`src/rtl/dff_bank_arbiter.sv`:
```
// Round-robin arbiter and sequencer that owns a small flip-flop register bank, one access per 3 cycles.
// Requests are level-held until gnt; the latched command completes with a one-cycle ack even if req drops.
module dff_bank_arbiter #(
  parameter int WIDTH = 8,
  parameter int DEPTH = 4,
  parameter int NREQ  = 4,
  localparam int AW   = $clog2(DEPTH)
) (
  input  logic                  clk,
  input  logic                  rst_n,
  input  logic [NREQ-1:0]       req,
  input  logic [NREQ-1:0]       we,
  input  logic [NREQ*AW-1:0]    addr,
  input  logic [NREQ*WIDTH-1:0] wdata,
  output logic [NREQ-1:0]       gnt,
  output logic [NREQ-1:0]       ack,
  output logic [WIDTH-1:0]      rdata,
  output logic                  busy
);

  localparam int LW = $clog2(NREQ);

  typedef enum logic [1:0] {IDLE, ACCESS, DONE} state_t;

  state_t           state;
  logic [WIDTH-1:0] bank [DEPTH];
  logic [LW-1:0]    last;
  logic [LW-1:0]    winner;
  logic [LW-1:0]    idx;
  logic             found;
  logic             cmd_we;
  logic [AW-1:0]    cmd_addr;
  logic [WIDTH-1:0] cmd_wdata;

  // Scan upward from the requester after the last winner, wrapping around.
  always_comb begin
    winner = last;
    idx    = '0;
    found  = 1'b0;
    for (int k = 1; k <= NREQ; k++) begin
      idx = LW'((int'(last) + k) % NREQ);
      if (!found && req[idx]) begin
        winner = idx;
        found  = 1'b1;
      end
    end
  end

  assign busy = (state != IDLE);

  always_ff @(posedge clk or negedge rst_n) begin
    if (!rst_n) begin
      state     <= IDLE;
      last      <= LW'(NREQ - 1);
      gnt       <= '0;
      ack       <= '0;
      rdata     <= '0;
      cmd_we    <= 1'b0;
      cmd_addr  <= '0;
      cmd_wdata <= '0;
      for (int i = 0; i < DEPTH; i++) begin
        bank[i] <= '0;
      end
    end else begin
      case (state)
        IDLE: begin
          if (found) begin
            gnt       <= {{(NREQ-1){1'b0}}, 1'b1} << winner;
            cmd_we    <= we[winner];
            cmd_addr  <= addr[int'(winner)*AW +: AW];
            cmd_wdata <= wdata[int'(winner)*WIDTH +: WIDTH];
            last      <= winner;
            state     <= ACCESS;
          end
        end
        ACCESS: begin
          if (cmd_we) begin
            bank[cmd_addr] <= cmd_wdata;
          end else begin
            rdata <= bank[cmd_addr];
          end
          // gnt still carries the winner's one-hot code here.
          ack   <= gnt;
          gnt   <= '0;
          state <= DONE;
        end
        DONE: begin
          ack   <= '0;
          state <= IDLE;
        end
        default: begin
          gnt   <= '0;
          ack   <= '0;
          state <= IDLE;
        end
      endcase
    end
  end

endmodule

```
`config.mk`:
```
export PLATFORM = sky130hd
export DESIGN_NAME = dff_bank_arbiter
export DESIGN_NICKNAME = d
export VERILOG_FILES = /design/src/rtl/dff_bank_arbiter.sv
export SDC_FILE = /design/constraint.sdc
export NUM_CORES = 1
export LEC_CHECK = 0
export BUFFER_PORTS_ARGS = -buffer_cell sky130_fd_sc_hd__buf_2
export CAP_MARGIN = 20
export CORE_ASPECT_RATIO = 1.5
export CORE_MARGIN = 8
export CORE_UTILIZATION = 45
export DETAILED_ROUTE_END_ITERATION = 8
export GPL_ROUTABILITY_DRIVEN = 0
export PLACE_DENSITY = 0.8
export SKIP_LAST_GASP = 1
export SYNTH_ARGS = -nofsm -noshare
export SYNTH_HDL_FRONTEND = slang
export SYNTH_SLANG_ARGS = --single-unit
```
`constraint.sdc`:
```
create_clock -name clk -period 1.78 [get_ports clk]
set_input_delay 0.267 -clock clk [delete_from_list [all_inputs] [get_ports clk]]
set_output_delay 0.267 -clock clk [all_outputs]
set_load 0.02 [all_outputs]
```
* Word level (Yosys, flattened, before mapping)
Index checks and enable logic that the tools add are counted.
** Storage, ports and cells
- Bits in registers :: 63
- Bits of input ports :: 50
- Logic and storage cells :: 74
** Cells by class
- $add $sub $neg :: 4
- Magnitude comparators :: 7
- Equality and inequality tests :: 3
- Shift-type cells :: 3
- Mux-type cells :: 29
- Bitwise logic cells :: 3
- Reductions and logical operators :: 13
** Operators with widths (count)
- $bwmux W32 :: 1
- $shiftx A32 B6 Y8 :: 1
- $mux W8 :: 3
- $bmux W8 S2 :: 1
- $demux W8 S2 :: 1
- $pmux W4 S2 :: 2
- $lt A2 B3 Y1 const B :: 5
- $bmux W1 S2 :: 5
- $mux W2 :: 5
- $mux W1 :: 9
- $reduce_and A2 Y1 :: 4
- $shiftx A8 B4 Y2 :: 1
- $add A2 B1 Y2 const B :: 2
- $add A2 B2 Y2 const B :: 2
- $logic_and A1 B1 Y1 :: 4
- $mux W4 :: 1
- $pmux W2 S2 :: 1
- $shl A1 B2 Y4 const A :: 1
- $ge A3 B3 Y1 const B :: 1
- $logic_not A1 Y1 :: 3
- $lt A3 B1 Y1 const B :: 1
- $not A2 Y3 :: 1
- $eq A2 B1 Y1 const B :: 1
- $eq A2 B2 Y1 const B :: 1
- other kinds (4) :: 5

* Logic depth before layout (Yosys ltp)
- Depth in word-level cells :: 16
- Gate-level depth with buffers :: 8

* Worst setup path after synthesis
No wires, ideal clock.
- Path kind :: flip-flop to flip-flop
- Start point :: register last[1]
- End point :: register cmd_wdata[0]
- Setup time :: 0.138 ns
- Data arrival time :: 1.512 ns
- Data required time :: 1.642 ns
- Path slack :: 0.130 ns
- Cell stages (with the launch flop) :: 7
- Path through :: dfstp_2 mux2i_1 a21oi_1 o21ai_2 buf_6 mux2i_1 o221ai_1
** On the way
- Cells in the longest elaborated chain, start to end :: 14
- Elaborated cells on any way between the ends :: 28
** RTL lines
- start, declared :: RTL line 27 : logic [LW-1:0] last;
- start signal, assigned :: RTL line 54 : last <= LW'(NREQ - 1);
- start signal, assigned :: RTL line 72 : last <= winner;
- $add A2 B1 Y2 :: RTL line 41 : idx = LW'((int'(last) + k) % NREQ);
- $bmux W1 S2 :: RTL line 42 : if (!found && req[idx]) begin
- $mux W1 (not written as such) :: RTL line 42
- $mux W1 :: RTL line 42
- $logic_not A1 Y1 :: RTL line 42
- $logic_and A1 B1 Y1 :: RTL line 42
- $mux W1 :: RTL line 42
- $logic_not A1 Y1 :: RTL line 42
- $logic_and A1 B1 Y1 :: RTL line 42
- $mux W1 :: RTL line 42
- $logic_not A1 Y1 :: RTL line 42
- $logic_and A1 B1 Y1 :: RTL line 42
- $mux W2 / $mux W1 (equally long branches) :: RTL line 42
- $shiftx A32 B6 Y8 / $reduce_and A2 Y1 (equally long branches)
- end signal, assigned :: RTL line 71 : cmd_wdata <= wdata[int'(winner)*WIDTH +: WIDTH];
- end, declared :: RTL line 33 : logic [WIDTH-1:0] cmd_wdata;
Several ways; a longest one is shown, not always the timed one. The select of a mux whose other input is x is not followed.
A chain may end at the register's enable or synchronous reset.

* Worst setup path in the final report
- Start point :: register last[1]
- End point :: register cmd_addr[0]
** On the way
- Cells in the longest elaborated chain, start to end :: 14
- Elaborated cells on any way between the ends :: 28
** RTL lines
- $add A2 B1 Y2 :: RTL line 41
- $bmux W1 S2 :: RTL line 42
- $mux W1 (not written as such) :: RTL line 42
- $mux W1 :: RTL line 42
- $logic_not A1 Y1 :: RTL line 42
- $logic_and A1 B1 Y1 :: RTL line 42
- $mux W1 :: RTL line 42
- $logic_not A1 Y1 :: RTL line 42
- $logic_and A1 B1 Y1 :: RTL line 42
- $mux W1 :: RTL line 42
- $logic_not A1 Y1 :: RTL line 42
- $logic_and A1 B1 Y1 :: RTL line 42
- $mux W2 / $mux W1 (equally long branches) :: RTL line 42
- $shiftx A8 B4 Y2 / $reduce_and A2 Y1 (equally long branches)
- end signal, assigned :: RTL line 70 : cmd_addr <= addr[int'(winner)*AW +: AW];
- end, declared :: RTL line 32 : logic [AW-1:0] cmd_addr;
Several ways; a longest one is shown, not always the timed one. The select of a mux whose other input is x is not followed.

==> results.md <==
* Status: finished, final reports clean
* DR WL/cell at 18.1 um
* Synthesized flop and latch total at 63
* Die height at 116 um
* Reg2reg end: cmd_addr[0]
* Finished Core Util at 59.2%
* Port bufs at 66
* Hold wc startpoint: wdata[18]
* Post-layout min period at 1750 ps
* Largest net degree at the start of global routing at 37
* Worst R2R Start: last[1]
* Synth Cell Area at 2980 um2
* Pleak at 1.88 nW
* Max Root-Sink Buffers at 2
* Ranking of synthesized cells by area: dfrtp_1 (51%), mux2_2 (15%), mux2i_1 (9.1%)
* HP Class: in2reg
* R2R cell count at 6
* Worst slew margin relative to its limit at 67.2%
* Vias in the first global route at 2,331
* Detailed Routing Iterations Pass 1 at 4
* Required time of the worst setup path at 1980 ps
* Post-synth EDFFs at 0
* Grt ovf at 0
* Finished Layout Cells at 388
* Drt via density at 5.45
* Critical path launch point type: flop
* Total Wirelength at 7010 um
* Via count at 2,115
* Post-synthesis cell count at 215
* Width of the die at 82.4 um
* R2R Setup Slk at 30 ps
* Residual DRC at 0
* Synth async-reset ratio at 100%
* DRC marker count from the first detailed-route iteration at 88
* Initial antenna violation count at 0
* Cell Pwr Density at 1780 nW/um2
* Worst-path clk slew at 70 ps
* Reg area at 1580 um2
* Avg Cell Area, Syn at 13.9 um2
* Final setup viols at 0
* Boundary Pins at 67
* Area growth from synthesis to layout at 28.0%
* H-tree Lvls at 3
* Top-count cell post-synth: dfrtp_1
* Power consumption at 0.00679 W
* Placed Cells at 366
* Die footprint at 9530 um2
* CTS root buf: clkbuf_8
* Syn_nets at 265
* CP Max Fanout at 6
* Area of the multi-input gates at 1340 um2
* Sequential element share of the synthesized area at 53.0%
* Yosys warns at 0
* Crit path DAT at 1950 ps
* Initial Util at 46.2%
* Unrepaired setup endpoints after global routing: true
* Cell variety after synth at 32
* Worst hold slack at 244 ps
* Final Skew at 5.05 ps
* Worst Hold Path Cells at 3
* Tot GR Track Use at 15.2%
* Max rail drop VDD at 1.26 mV
* Total core area at 6440 um2
* Main synth FF type: dfrtp_1
* Layout Nets at 357
* Hpwl dp at 4990 um
* Clock Sinks at 63
* First-pass GRT wire length at 10,900 um
* Fillcell total at 527
* Number of antenna-violating nets in the routed design at 0
* TritonCTS buffer count at 9
* Slew @ Worst Pin at 492 ps
* Crit path kind: reg2reg
* Num rows at 36
* Synth area leader: dfrtp_1
* N_diodes at 0
* Max cap viols at 0
* Share of the synthesized area in the top cell type at 51.3%
* Hold EP: cmd_wdata[2]
* Critical Path End Type: flop
* Layout cell share with drive strength beyond 1 at 54.8%
* Final hold viol count at 0
* Clk_lat worst skew at 330 ps
* Tcrit/Tclk final at 98.4%
* CTS tree: done
* Synth cell count leaders: dfrtp_1 (61), mux2_2 (40), mux2i_1 (27), nand2_1 (19), o221ai_1 (11)
* Fmax at 571 MHz
* Slew Viols, Final at 0
==> logic make-up after synthesis <==
kind of cell / Yosys count / synth area share [%]
multiplexers: 75 / 30.3
flip-flops: 63 / 53.0
AND/OR/NAND/NOR: 38 / 6.98
AO/OA/AOI/OAI: 23 / 5.84
buffers and inverters: 16 / 3.91
==> placed cells by master (no fill, tap or decap), types with 2 or more instances in the layout <==
master and n:
clkinv_2 4, dfstp_2 2, mux2i_1 23, dfrtp_1 61
mux2_2 40, mux2i_4 2, buf_2 66, o221ai_1 10
inv_1 5, mux2i_2 2, nand2_2 2, buf_4 18
mux4_2 8, o21ai_0 5, nor2_1 7, o21ai_1 2
clkbuf_8 11, clkbuf_16 2, nand2_1 19, buf_12 3
==> report_power, final <==
group          switching [W]  internal, W
Clock               0.000522     0.000572
Sequential          0.000455      0.00211
Combinational        0.00148      0.00166
Total                0.00246      0.00433
==> flip-flops by register name, indices dropped and copies added (netlist names) <==
name       cells
ack            4
bank          32
cmd_addr       2
cmd_wdata      8
cmd_we         1
gnt            4
last           2
rdata          8
state          2
==> worst max path at each step <==
| stage | start | to | slack [ps] | cells past startpoint |
|---|---|---|---|---|
| detailed placement | last[1] | cmd_addr[1] | -7 | 6 |
| floorplan | last[1] | cmd_wdata[0] | 130 | 6 |
| global placement | last[1] | cmd_addr[1] | 70 | 6 |
| global route | last[1] | cmd_wdata[1] | -40 | 6 |
| finish | last[1] | cmd_addr[0] | 30 | 6 |
| CTS | last[1] | cmd_addr[1] | 0.05 | 6 |
==> worst max-delay path, cell delays in order (launching register included) <==
cell and delay, ps:
dfstp_2 590, mux2i_2 230, a21oi_2 90, o21ai_4 140
clkbuf_16 230, mux2i_1 210, o221ai_1 130
==> routing by layer <==
metal,up-vias,track usage (%),wire length (um)
met4,0,7.65,290
met3,19,4.27,259
li1,975,-,-
met1,1071,16.5,2640
met2,50,25.8,3830
met5,-,0,0
==> stage by stage <==
| stage | setup slack, ps | instance area [um2] | setup TNS [ps] |
|---|---|---|---|
| 2_1_floorplan | 130 | 2980 | 0 |
| 3_3_place_gp | 65.8 | 3490 | 0 |
| 3_5_place_dp | -6.96 | 3490 | -6.96 |
| 4_1_cts | 0.0482 | 3690 | 0 |
| 5_1_grt | -44.4 | 3810 | -339 |
| 6_report | 29.1 | 3810 | 0 |
==> final cells by class <==
class	count	share of cell area, %
Clock buffer	12	4.07
Clock inverter	4	0.525
Inverter	6	0.722
Multi-Input combinational cell	136	35.1
Sequential cell	63	41.4
Tap cell	76	2.50
Timing Repair Buffer	91	15.7
==> what timing repair did <==
| action | CTS | global route |
|---|---|---|
| pin swaps | 0 | 6 |
| hold buffers | 1 | 0 |
| hold endpoints to repair | 18 | 0 |
| buffers inserted | 0 | 2 |
| cloned | 0 | 3 |
| endpoints found under the setup margin | 1 | 11 |
| gates resized for setup | 2 | 8 |
Power figures use the tool's default switching activity.
